**config.mk**
```make
export PLATFORM = sky130hd
export DESIGN_NAME = camera_param_pio
export DESIGN_NICKNAME = d
export VERILOG_FILES = /design/src/rtl/camera_pio_pkg.sv /design/src/rtl/camera_param_pio_if.sv /design/src/rtl/camera_pio_avs_regfile.sv /design/src/rtl/camera_param_pio.sv
export SDC_FILE = /design/constraint.sdc
export NUM_CORES = 1
export LEC_CHECK = 0
export ABC_CLOCK_PERIOD_IN_PS = 1500
export CORE_MARGIN = 8
export CORE_UTILIZATION = 40
export CTS_CLUSTER_SIZE = 16
export DETAILED_ROUTE_END_ITERATION = 6
export MAX_ROUTING_LAYER = met4
export PLACE_DENSITY = 0.67
export SLEW_MARGIN = 10
export SYNTH_ARGS = -nofsm -noshare
export SYNTH_HDL_FRONTEND = slang
export SYNTH_HIERARCHICAL = 1
export SYNTH_SLANG_ARGS = --single-unit
```
**constraint.sdc**
```tcl
create_clock -name clk_clk -period 1.5 [get_ports clk_clk]
set_input_delay 0.15 -clock clk_clk [delete_from_list [all_inputs] [get_ports clk_clk]]
set_output_delay 0.15 -clock clk_clk [all_outputs]
set_load 0.02 [all_outputs]
```
**src/rtl/camera_pio_pkg.sv**
```systemverilog
// camera_pio_pkg: commit FSM states, register offsets and CTRL/STATUS field positions
package camera_pio_pkg;
  typedef enum logic [1:0] {ST_IDLE, ST_PENDING, ST_APPLY} state_e;
  localparam int CTRL_COMMIT = 0;
  localparam int CTRL_IMM = 1;
  localparam int CTRL_IRQ_EN = 2;
  localparam int STAT_PENDING = 0;
  localparam int STAT_DONE = 1;
  function automatic int ctrl_addr(input int num_ch);
    return num_ch;
  endfunction
  function automatic int status_addr(input int num_ch);
    return num_ch + 1;
  endfunction
  function automatic int active_base(input int num_ch);
    return num_ch + 2;
  endfunction
endpackage

```
**src/rtl/camera_param_pio_if.sv**
```systemverilog
// camera_param_pio_if: Avalon-MM slave bus bundle (no waitrequest, fixed one-cycle read latency)
interface camera_param_pio_if #(
  parameter int ADDR_W = 4,
  parameter int DATA_W = 32
);
  logic [ADDR_W-1:0] address;
  logic read;
  logic write;
  logic [DATA_W-1:0] writedata;
  logic [DATA_W/8-1:0] byteenable;
  logic [DATA_W-1:0] readdata;
  logic readdatavalid;
  modport master(output address, read, write, writedata, byteenable, input readdata, readdatavalid);
  modport slave(input address, read, write, writedata, byteenable, output readdata, readdatavalid);
endinterface

```
**src/rtl/camera_pio_avs_regfile.sv**
```systemverilog
// camera_pio_avs_regfile: byte-enabled SHADOW array and registered read mux over the full map
module camera_pio_avs_regfile
  import camera_pio_pkg::*;
#(
  parameter int NUM_CH = 5,
  parameter int DATA_W = 32,
  parameter logic [DATA_W-1:0] RESET_VAL = '0
) (
  input  logic clk,
  input  logic rst,
  camera_param_pio_if.slave bus,
  input  logic [DATA_W-1:0] ctrl_rd,
  input  logic [DATA_W-1:0] status_rd,
  input  logic [NUM_CH-1:0][DATA_W-1:0] active,
  output logic [NUM_CH-1:0][DATA_W-1:0] shadow
);
  logic [NUM_CH-1:0][DATA_W-1:0] shadow_q, shadow_d;
  logic [DATA_W-1:0] rdata_q, rdata_d, mux;
  logic rvalid_q, rvalid_d;
  logic [31:0] addr;
  assign addr = 32'(bus.address);
  always_comb begin
    shadow_d = shadow_q;
    for (int k = 0; k < NUM_CH; k++)
      for (int b = 0; b < DATA_W / 8; b++)
        shadow_d[k][b*8 +: 8] = bus.write && addr == 32'(k) && bus.byteenable[b] ?
                                bus.writedata[b*8 +: 8] : shadow_q[k][b*8 +: 8];
  end
  // mux reads the pre-write registers so a simultaneous write is not visible
  always_comb begin
    mux = '0;
    for (int k = 0; k < NUM_CH; k++) begin
      mux = addr == 32'(k) ? shadow_q[k] : mux;
      mux = addr == 32'(active_base(NUM_CH) + k) ? active[k] : mux;
    end
    mux = addr == 32'(ctrl_addr(NUM_CH)) ? ctrl_rd :
          addr == 32'(status_addr(NUM_CH)) ? status_rd : mux;
    rdata_d = bus.read ? mux : '0;
    rvalid_d = bus.read;
  end
  always_ff @(posedge clk) begin
    if (rst) begin
      shadow_q <= {NUM_CH{RESET_VAL}};
      rdata_q <= '0;
      rvalid_q <= 1'b0;
    end else begin
      shadow_q <= shadow_d;
      rdata_q <= rdata_d;
      rvalid_q <= rvalid_d;
    end
  end
  assign shadow = shadow_q;
  assign bus.readdata = rdata_q;
  assign bus.readdatavalid = rvalid_q;
endmodule

```
**src/rtl/camera_param_pio.sv**
```systemverilog
// camera_param_pio: frame-synchronised shadow/active camera parameter registers with commit FSM
module camera_param_pio
  import camera_pio_pkg::*;
#(
  parameter int NUM_CH = 5,
  parameter int DATA_W = 32,
  parameter logic [DATA_W-1:0] RESET_VAL = '0,
  localparam int ADDR_W = $clog2(2 * NUM_CH + 2)
) (
  input  logic clk_clk,
  input  logic reset_reset,
  input  logic [ADDR_W-1:0] avs_address,
  input  logic avs_read,
  input  logic avs_write,
  input  logic [DATA_W-1:0] avs_writedata,
  input  logic [DATA_W/8-1:0] avs_byteenable,
  output logic [DATA_W-1:0] avs_readdata,
  output logic avs_readdatavalid,
  input  logic frame_start,
  output logic [NUM_CH*DATA_W-1:0] param_out,
  output logic update_pulse,
  output logic irq
);
  camera_param_pio_if #(.ADDR_W(ADDR_W), .DATA_W(DATA_W)) avs ();
  assign avs.address = avs_address;
  assign avs.read = avs_read;
  assign avs.write = avs_write;
  assign avs.writedata = avs_writedata;
  assign avs.byteenable = avs_byteenable;
  assign avs_readdata = avs.readdata;
  assign avs_readdatavalid = avs.readdatavalid;
  state_e state_q, state_d;
  logic [NUM_CH-1:0][DATA_W-1:0] active_q, active_d, shadow;
  logic imm_q, imm_d, irq_en_q, irq_en_d, done_q, done_d, upd_q, upd_d, irq_q, irq_d;
  logic wr_ctrl, wr_status, commit, apply;
  logic [DATA_W-1:0] ctrl_rd, status_rd;
  camera_pio_avs_regfile #(.NUM_CH(NUM_CH), .DATA_W(DATA_W), .RESET_VAL(RESET_VAL)) u_regfile (
    .clk(clk_clk),
    .rst(reset_reset),
    .bus(avs),
    .ctrl_rd(ctrl_rd),
    .status_rd(status_rd),
    .active(active_q),
    .shadow(shadow)
  );
  always_ff @(posedge clk_clk) begin
    if (reset_reset) state_q <= ST_IDLE;
    else state_q <= state_d;
  end
  // IMMEDIATE is taken from the same CTRL write that carries COMMIT
  always_comb begin
    wr_ctrl = avs_write && 32'(avs_address) == 32'(ctrl_addr(NUM_CH)) && avs_byteenable[0];
    wr_status = avs_write && 32'(avs_address) == 32'(status_addr(NUM_CH)) && avs_byteenable[0];
    commit = wr_ctrl && avs_writedata[CTRL_COMMIT];
    imm_d = wr_ctrl ? avs_writedata[CTRL_IMM] : imm_q;
    irq_en_d = wr_ctrl ? avs_writedata[CTRL_IRQ_EN] : irq_en_q;
    apply = state_q == ST_APPLY;
    state_d = state_q == ST_IDLE ? (commit ? (imm_d ? ST_APPLY : ST_PENDING) : ST_IDLE) :
              state_q == ST_PENDING ? (frame_start ? ST_APPLY : ST_PENDING) :
              (commit ? ST_PENDING : ST_IDLE);
    active_d = apply ? shadow : active_q;
    upd_d = apply;
    done_d = apply || (done_q && !(wr_status && avs_writedata[STAT_DONE]));
    irq_d = done_d && irq_en_d;
    ctrl_rd = '0;
    ctrl_rd[CTRL_IMM] = imm_q;
    ctrl_rd[CTRL_IRQ_EN] = irq_en_q;
    status_rd = '0;
    status_rd[STAT_PENDING] = state_q != ST_IDLE;
    status_rd[STAT_DONE] = done_q;
  end
  always_ff @(posedge clk_clk) begin
    if (reset_reset) begin
      active_q <= {NUM_CH{RESET_VAL}};
      imm_q <= 1'b0;
      irq_en_q <= 1'b0;
      done_q <= 1'b0;
      upd_q <= 1'b0;
      irq_q <= 1'b0;
    end else begin
      active_q <= active_d;
      imm_q <= imm_d;
      irq_en_q <= irq_en_d;
      done_q <= done_d;
      upd_q <= upd_d;
      irq_q <= irq_d;
    end
  end
  assign param_out = active_q;
  assign update_pulse = upd_q;
  assign irq = irq_q;
endmodule

```
-- After elaboration in Yosys (flattened, before gate mapping)
Index checks and enable logic that the tools add are counted.
- equal/unequal tests: 13
- muxes and demuxes: 20
- bitwise logic cells: 1
- reduce and logical (&&, ||, !) cells: 41
- operator list (operator ; count):
    $mux W32 ; 10
    $logic_and A1 B1 Y1 ; 33
    $logic_not A32 Y1 ; 1
    $eq A4 B3 Y1 const B ; 4
    $eq A4 B4 Y1 const B ; 4
    $mux W2 ; 5
    $eq A4 B2 Y1 const B ; 2
    $mux W3 ; 2
    $eq A4 B1 Y1 const B ; 1
    $reduce_or A4 Y1 ; 1
    $mux W1 ; 3
    $reduce_or A3 Y1 ; 1
    $eq A2 B1 Y1 const B ; 1
    $eq A2 B2 Y1 const B ; 1
    $logic_not A2 Y1 ; 1
    $reduce_bool A2 Y1 ; 1
    $reduce_or A2 Y1 ; 1
    $logic_not A1 Y1 ; 1
    $logic_or A1 B1 Y1 ; 1
    $not A1 Y1 ; 1
- register bits after elaboration: 360
- output and inout port bits: 195
- word-level logic and storage cells: 110

-- Depth between registers and ports, before layout
Gate-level depths: netlist (run 1).
- depth after elaboration: 13
- depth in mapped cells: 9

-- By module
The synthesis (run 1) kept the hierarchy.
- by module, submodules not included (module ; times used ; cells an instance ; area each (um2)):
    camera_pio_avs_regfile ; 1 ; 1461 ; 10396.2
    camera_param_pio ; 1 ; 729 ; 5836.8

-- Worst setup path before layout (run 1)
OpenSTA, ideal clock, no wires.
- path type: input-to-reg
- start: in avs_address[0]
- end: reg u_regfile.rdata_q[23] (netlist: u_regfile/bus.readdata[23])
- setup time: 129 ps
- data arrival time: 1383 ps
- data required time: 1371 ps
- setup slack: -12 ps
- cell stages on the path: 8
- buffers on the path: 3
- path through: buf_4 > or3b_2 > buf_2 > buf_2 > nor2_1 > a211oi_1 > o22ai_1 > a221oi_2
- longest elaborated chain between the ends: 11
- elaborated cells on any way between the ends: 23
- those cells by class: eq/ne (11); mux (10); reduce/logical (2)
- RTL lines (element ; RTL line ; RTL):
    from (decl) ; camera_param_pio.sv:12 ; input logic [ADDR_W-1:0] avs_address,
    $logic_not A32 Y1 ; camera_pio_avs_regfile.sv:33 ; mux = addr == 32'(k) ? shadow_q[k] : mux;
    $mux W32 ; camera_pio_avs_regfile.sv:33 ;
    $mux W32 ; camera_pio_avs_regfile.sv:34 ; mux = addr == 32'(active_base(NUM_CH) + k) ? active[k] : mux;
    $mux W32 ; camera_pio_avs_regfile.sv:33 ;
    $mux W32 ; camera_pio_avs_regfile.sv:34 ;
    $mux W32 ; camera_pio_avs_regfile.sv:33 ;
    $mux W32 ; camera_pio_avs_regfile.sv:34 ;
    $mux W32 ; camera_pio_avs_regfile.sv:33 ;
    $mux W32 ; camera_pio_avs_regfile.sv:34 ;
    $mux W32 ; camera_pio_avs_regfile.sv:33 ;
    $mux W32 ; camera_pio_avs_regfile.sv:34 ;
    to (signal assigned) ; camera_pio_avs_regfile.sv:48 ; rdata_q <= rdata_d;
    to (decl) ; camera_pio_avs_regfile.sv:18 ; logic [DATA_W-1:0] rdata_q, rdata_d, mux;
Parallel ways exist; a longest one is shown, timed or not.
A chain may end at the register's enable or synchronous reset.

-- Worst setup path in the final report (run 1)
- start: reg u_regfile.shadow_q, in the netlist u_regfile/shadow[24]
- end: reg u_regfile.rdata_q[24] (netlist: u_regfile/bus.readdata[24])
- longest elaborated chain between the ends: 10
- RTL lines (element ; RTL line ; RTL):
    from (decl) ; camera_pio_avs_regfile.sv:17 ; logic [NUM_CH-1:0][DATA_W-1:0] shadow_q, shadow_d;
    from (signal assigned) ; camera_pio_avs_regfile.sv:43 ; shadow_q <= {NUM_CH{RESET_VAL}};
    from (signal assigned) ; camera_pio_avs_regfile.sv:47 ; shadow_q <= shadow_d;
    $mux W32 ; camera_pio_avs_regfile.sv:33 ;
    $mux W32 ; camera_pio_avs_regfile.sv:34 ;
    $mux W32 ; camera_pio_avs_regfile.sv:33 ;
    $mux W32 ; camera_pio_avs_regfile.sv:34 ;
    $mux W32 ; camera_pio_avs_regfile.sv:33 ;
    $mux W32 ; camera_pio_avs_regfile.sv:34 ;
    $mux W32 ; camera_pio_avs_regfile.sv:33 ;
    $mux W32 ; camera_pio_avs_regfile.sv:34 ;
    $mux W32 ; camera_pio_avs_regfile.sv:33 ;
    $mux W32 ; camera_pio_avs_regfile.sv:34 ;
Every way passes these cells.

==> reports/results.tsv, run 1 <==
metric	value	unit
ys_seq_elements	360	
dieArea	0.0473	mm^2
grt_pass1_vias	16485	
clk_pin_slew_worst_paths	0.06	ns
grt_pass1_wl	101	mm
crit_arrival	1.94	ns
critical_path_class	reg2reg	
root_buffer	clkbuf_16	
grt_max_degree	118	
synthCells	2190	
crit_fanout	2	
worst_pin_slew	0.575	ns
drt_pass1_iterations	6	
tritoncts	done	
antenna_found_initial	0	
fmax	673	MHz
synthTopCellsByArea	dfxtp_1 44%, nand2_1 14%, a21oi_1 13%	
viasPerCell	5.66	
numPortBuffers	239	
grt_overflow_total	0	
rows	74	
rr_startpoint	u_regfile/shadow[24]	
reg2reg_slack	0.01	ns
syn_area	0.0162	mm^2
finalMaxSlewViolations	0	
ff2ff_path_depth	6	
drtIter0Drc	2227	
core-area	0.0405	mm^2
cts_max_path_buffers	3	
antenna_left	0	
finalHoldViolations	0	
rr_endpoint	u_regfile/bus.readdata[24]	
maxCapViolations	0	
wl_per_cell	21.8	um
io_pins	240	
place_area	0.0209	mm^2
power	0.0225	W
cts_made_buffers	41	
num_vias	17852	
final_area	0.0226	mm^2
path_delay_family	compound AO/OA/AOI/OAI gates	
die_y	217	um
synth_edf_count	0	
cpMostUsedCell	buf_4	
setup_violations	0	
cp.required	1.95	ns
yosysSeqAreaShare	0.444	
fin_crit_sh	0.991	
track_usage	0.281	
worst_hold_slack	0.268	ns
rsz0062_at_grt	yes	
drive_gt1_frac	0.164	
power.density	996	mW/mm^2
htreeDepth	2	
initial_core_util	0.401	
synth_cell_types	57	
async_flop_share	0	
fin_nets	2636	
setup_ws	0.0137	ns
crit_start	u_regfile/shadow[24]	
diodes	0	
slew_headroom	0.617	
slowest_stage	dfxtp_1	
yosys_warnings	6	
routed_wl	68.6	mm
crit_cells	6	
critical-path-max-stage-delay	0.33	ns
p_leak	8.52	nW
place_ws	-0.938	ns
synth_top_area_cell	dfxtp_1	
post-route-min-period	1.49	ns
drc	0	
clock-skew-final	0.0113	ns
cp-start-kind	register	
fin_util	0.558	
status	finished, final reports clean	
clk_latency	0.55	ns
synth_area_per_cell	7.41	um^2
worst_setup_path_end_kind	register	
synthToLayoutAreaGrowth	39.0	%
ir_drop	0.628	mV
ys.flop_type	dfxtp_1	
clkSinkCount	360	
synth_top_area_frac	0.444	
cp_num_buf_inv	2	
hpwl	49.1	mm
num-fill-cells	3803	
gp_congestion	0.931	
endpoint	u_regfile/bus.readdata[24]	
cp_cell_sequence	o21ai_0 -> a211oi_2 -> buf_4 -> o22ai_1 -> buf_4 -> a221oi_2	
die_x	217	um
hp-class	in2reg	
==> cells in the mapped netlist (13+ instances only) <==
| master | count |
|---|---|
| a211oi_1 | 47 |
| a21oi_1 | 421 |
| a221oi_2 | 15 |
| a22o_1 | 14 |
| a31oi_1 | 13 |
| buf_2 | 50 |
| buf_4 | 24 |
| clkbuf_1 | 106 |
| dfxtp_1 | 360 |
| mux2_2 | 15 |
| nand2_1 | 586 |
| nand2b_1 | 13 |
| nand3_1 | 15 |
| nor2_1 | 102 |
| o211ai_1 | 13 |
| o21ai_0 | 260 |
| o221ai_1 | 14 |
| o22a_1 | 13 |
| o22ai_1 | 47 |
==> sequential cells by signal, indices dropped and copies added, names as in the netlist <==
register	cells
irq	1
done_q	1
param_out	160
u_regfile/bus.readdata	32
update_pulse	1
u_regfile/shadow	160
irq_en_q	1
u_regfile/bus.readdatavalid	1
imm_q	1
state_q	2
==> per-stage QoR <==
step,cells,TNS (ns)
after floorplan,2265,0
after global placement,3070,-108.55
after detailed placement,3070,-109.31
after CTS,3150,0
after global routing,3153,-0.0438
final,3153,0
==> placed cells by master (no fill, tap or decap), types with 13 or more instances in the layout <==
master / n
buf_12: 37
nand3_1: 15
o221ai_1: 14
a221oi_2: 15
a211oi_2: 21
o21ai_0: 256
buf_4: 181
a211oi_1: 25
dfxtp_1: 358
clkbuf_16: 44
clkdlybuf4s15_1: 34
a31oi_1: 13
nand2_1: 582
mux2_2: 15
nor2_1: 97
a21oi_1: 409
a22o_1: 14
dlygate4sd2_1: 144
clkdlybuf4s50_1: 39
o22ai_1: 36
o22a_1: 13
conb_1: 76
o211ai_1: 13
clkbuf_2: 13
==> layout make-up <==
class / count / area (um^2) / area share
clock buffer: 60 / 1220 / 0.0541
clock inverter: 13 / 199 / 0.00882
inverter: 4 / 15.0 / 0.000665
multi-input combinational: 1710 / 8710 / 0.386
sequential: 360 / 7210 / 0.320
tap: 532 / 666 / 0.0295
timing repair buffer: 474 / 4540 / 0.201
==> what timing repair did <==
item	CTS	global route
cloned	5	1
gates resized for setup	262	87
hold buffers	1	0
pin swaps	10	15
buffers inserted	2	3
endpoints found under the hold margin	3	0
endpoints found under the setup margin	279	99
==> routing by layer <==
| metal | track usage | wire (um) |
|---|---|---|
| met1 | 0.405 | 31000 |
| met2 | 0.398 | 29100 |
| met3 | 0.0538 | 6790 |
| met4 | 0.0701 | 1670 |
| met5 | - | 0 |
==> where the power goes <==
group | internal, W | switching [W] | leakage [nW]
Sequential | 0.00963 | 0.0000434 | 2.90
Clock | 0.00649 | 0.00415 | 0.693
Combinational | 0.000817 | 0.00135 | 4.92
Total | 0.0169 | 0.00555 | 8.52
==> logic make-up after synthesis <==
| kind of cell | share of synthesized area |
|---|---|
| buf+inv | 0.0557 |
| flops | 0.444 |
| compound gates | 0.305 |
| simple gates | 0.184 |
| other cells | 0.000231 |
| mux | 0.0104 |
==> worst register-to-register path: stages, from the launching register on <==
cell and delay (ns):
dfxtp_1 0.33, o21ai_0 0.15, a211oi_2 0.31, buf_4 0.16
o22ai_1 0.07, buf_4 0.15, a221oi_2 0.23
==> how the worst min path moves through the flow <==
stage / cells past startpoint / startpoint / slack [ns] / to
after global routing: 3 / avs_address[0] / 0.26 / u_regfile/bus.readdata[26]
after CTS: 3 / avs_address[0] / 0.22 / u_regfile/bus.readdata[26]
after detailed placement: 2 / reset_reset / 0.43 / imm_q
after global placement: 2 / reset_reset / 0.43 / u_regfile/shadow[159]
final: 3 / avs_address[0] / 0.27 / u_regfile/bus.readdata[26]
after floorplan: 2 / avs_writedata[24] / 0.29 / u_regfile/shadow[152]
Note: power is estimated with default switching activity, not from simulation.
==> inputs of run 2 (changes only) <==
Settings changed: ABC_CLOCK_PERIOD_IN_PS 1500 to 1900, CELL_PAD_IN_SITES_DETAIL_PLACEMENT from default to 1, CELL_PAD_IN_SITES_GLOBAL_PLACEMENT from default to 1, PLACE_DENSITY 0.67 to 0.84.
Clock period 1.5 ns to 1.9 ns, I/O delays scaled along.
==> reports/results.tsv, run 2 (synthesis results as in run 1) <==
metric	value	unit	change
track_usage	0.309		+0.0278
final_cells	3106		-1.5%
cts_max_path_buffers	3		unchanged
synthToLayoutAreaGrowth	35.2	%	
cp-start-kind	register		
hold_depth	3		unchanged
rows	74		unchanged
antenna_left	0		unchanged
worst_setup_path_end_kind	output pin		
p_clk_frac	0.459		-0.014
maxCapViolations	0		unchanged
crit_arrival	1.69	ns	-0.25 ns
seqPwrFrac	0.446		+0.016
tritoncts	done		
numPortBuffers	239		unchanged
power.switching	0.00438	W	-21%
grt_max_degree	146		+24%
hp-class	in2reg		
path_delay_family	buffers and inverters		
cts_made_buffers	41		unchanged
drtIter0Drc	2148		-3.5%
fin_util	0.542		-0.0153
fin_crit_sh	0.991		
power	0.0171	W	-24%
fmax	531	MHz	
hold_end	irq		
setup_violations	0		unchanged
initial_core_util	0.401		unchanged
postCtsSetupBuffers	0		-2
clkSinkCount	360		unchanged
ff2ff_path_depth	4		-2
core-area	0.0405	mm^2	unchanged
post-route-min-period	1.88	ns	
place_inst	3033		-1.2%
power.density	781	mW/mm^2	-22%
p_int	0.0128	W	-25%
worst_hold_slack	0.0773	ns	-0.191 ns
slew_headroom	0.566		-0.0507
critical_path_class	reg2out		
num_vias	18401		+3.1%
grt_pass1_wl	112	mm	+10%
ir_drop	0.492	mV	-22%
clk_latency	0.57	ns	+0.02 ns
reg2reg_slack	0.29	ns	+0.28 ns
htreeDepth	2		unchanged
clock-skew-final	0.0180	ns	+0.00670 ns
critical-path-max-stage-delay	0.68	ns	+0.35 ns
finalHoldViolations	0		unchanged
cp_cell_sequence	clkdlybuf4s50_1		
drive_gt1_frac	0.120		-0.0443
grt_pass1_vias	18356		+11%
grt_overflow_total	0		unchanged
cp_num_buf_inv	1		-1
p_leak	7.51	nW	-12%
worst_pin_slew	0.651	ns	+0.0760 ns
layout_commonest_cell	nand2_1		
hpwl	52.8	mm	+7.6%
die_y	217	um	unchanged
viasPerCell	5.92		+4.6%
rr_endpoint	param_out[73]		
dieArea	0.0473	mm^2	unchanged
clk_pin_slew_worst_paths	0.06	ns	about the same
rsz0062_at_grt	no		
crit_fanout	3		+1
drc	0		unchanged
cts_hold_buf	0		-1
finalMaxSlewViolations	0		unchanged
pwr-share-comb	0.095		about the same
antenna_found_initial	1		+1
switching_share	0.255		+0.00875
routed_wl	74.2	mm	+8.1%
root_buffer	clkbuf_16		
slowest_stage	clkdlybuf4s50_1		
drt_pass1_iterations	5		-1
status	finished, final reports clean		
wl_per_cell	23.9	um	+9.7%
cp.required	1.71	ns	-0.24 ns
die_x	217	um	unchanged
layout_common_cells	586 x nand2_1, 421 x a21oi_1, 360 x dfxtp_1		
rr_startpoint	state_q[1]		
fin_nets	2589		-1.8%
io_pins	240		unchanged
gp_congestion	0.947		+1.7%
holdCritStartpoint	reset_reset		
==> run 2: cell types whose count changed in the layout (fill, tap and decap cells not counted), sizes merged <==
cell           delta
bufinv            -3
clkinvlp          -1
buf              -44
clkdlybuf4s15    -39
dlymetal6s2s      +7
clkdlybuf4s50   +186
dlygate4sd2     -141
clkbuf           -11
diode             +1
dlygate4sd3       -1
bufbuf            -1
==> run 2: power groups by stage <==
| stage | logic, W | clock network (W) | registers, W |
|---|---|---|---|
| final | 0.00163 | 0.00787 | 0.00764 |
| after global routing | 0.00170 | 0.00827 | 0.00764 |
| after CTS | 0.00157 | 0.00796 | 0.00764 |
| after detailed placement | 0.00155 | 0 | 0.00781 |
| after global placement | 0.00152 | 0 | 0.00781 |
| after floorplan | 0.000727 | 0 | 0.00782 |
==> run 2: worst reg2reg max path: stages (launching register included) <==
cell and delay [ns]:
dfxtp_1 0.48, nor2b_4 0.27, buf_12 0.36, nand2_1 0.24, a21oi_1 0.19
==> run 2: per-layer routing <==
metal / wire (um) / global-route usage
met3: 6200 / 0.0469
met4: 2090 / 0.0938
met1: 33000 / 0.427
met5: 0 / -
met2: 32900 / 0.461
==> run 2: final cells by class <==
cell class / count / area (um^2)
antenna: 1 / 2.50
clock buffer: 63 / 1190
clock inverter: 9 / 124
fill: 4960 / 18500
inverter: 4 / 15.0
multi-input combinational: 1710 / 8470
sequential: 360 / 7210
tap: 532 / 666
timing repair buffer: 427 / 4270
==> run 2: what timing repair did <==
action                     CTS  global route
gates resized for setup      6            14
setup endpoints to repair    6            21
pin swaps                    0             1
==> run 2: worst max path at each step <==
stage | endpoint | slack (ns) | depth (start not counted) | startpoint
after floorplan | u_regfile/bus.readdata[23] | 0.35 | 8 | avs_address[0]
after global placement | u_regfile/bus.readdata[10] | -0.67 | 7 | avs_address[1]
after detailed placement | u_regfile/bus.readdata[10] | -0.67 | 7 | avs_address[1]
after CTS | param_out[52] | 0.003 | 1 | param_out[52]
after global routing | param_out[71] | 0.003 | 1 | param_out[71]
final | param_out[116] | 0.02 | 1 | param_out[116]
==> run 2: per-stage QoR <==
stage | setup TNS (ns) | worst slack [ns] | area, um^2
finish | 0 | 0.0173 | 21900
global route | 0 | 0.00262 | 21900
CTS | 0 | 0.00264 | 21900
detailed placement | -53.55 | -0.672 | 20600
global placement | -39.54 | -0.668 | 20600
floorplan | 0 | 0.348 | 16500
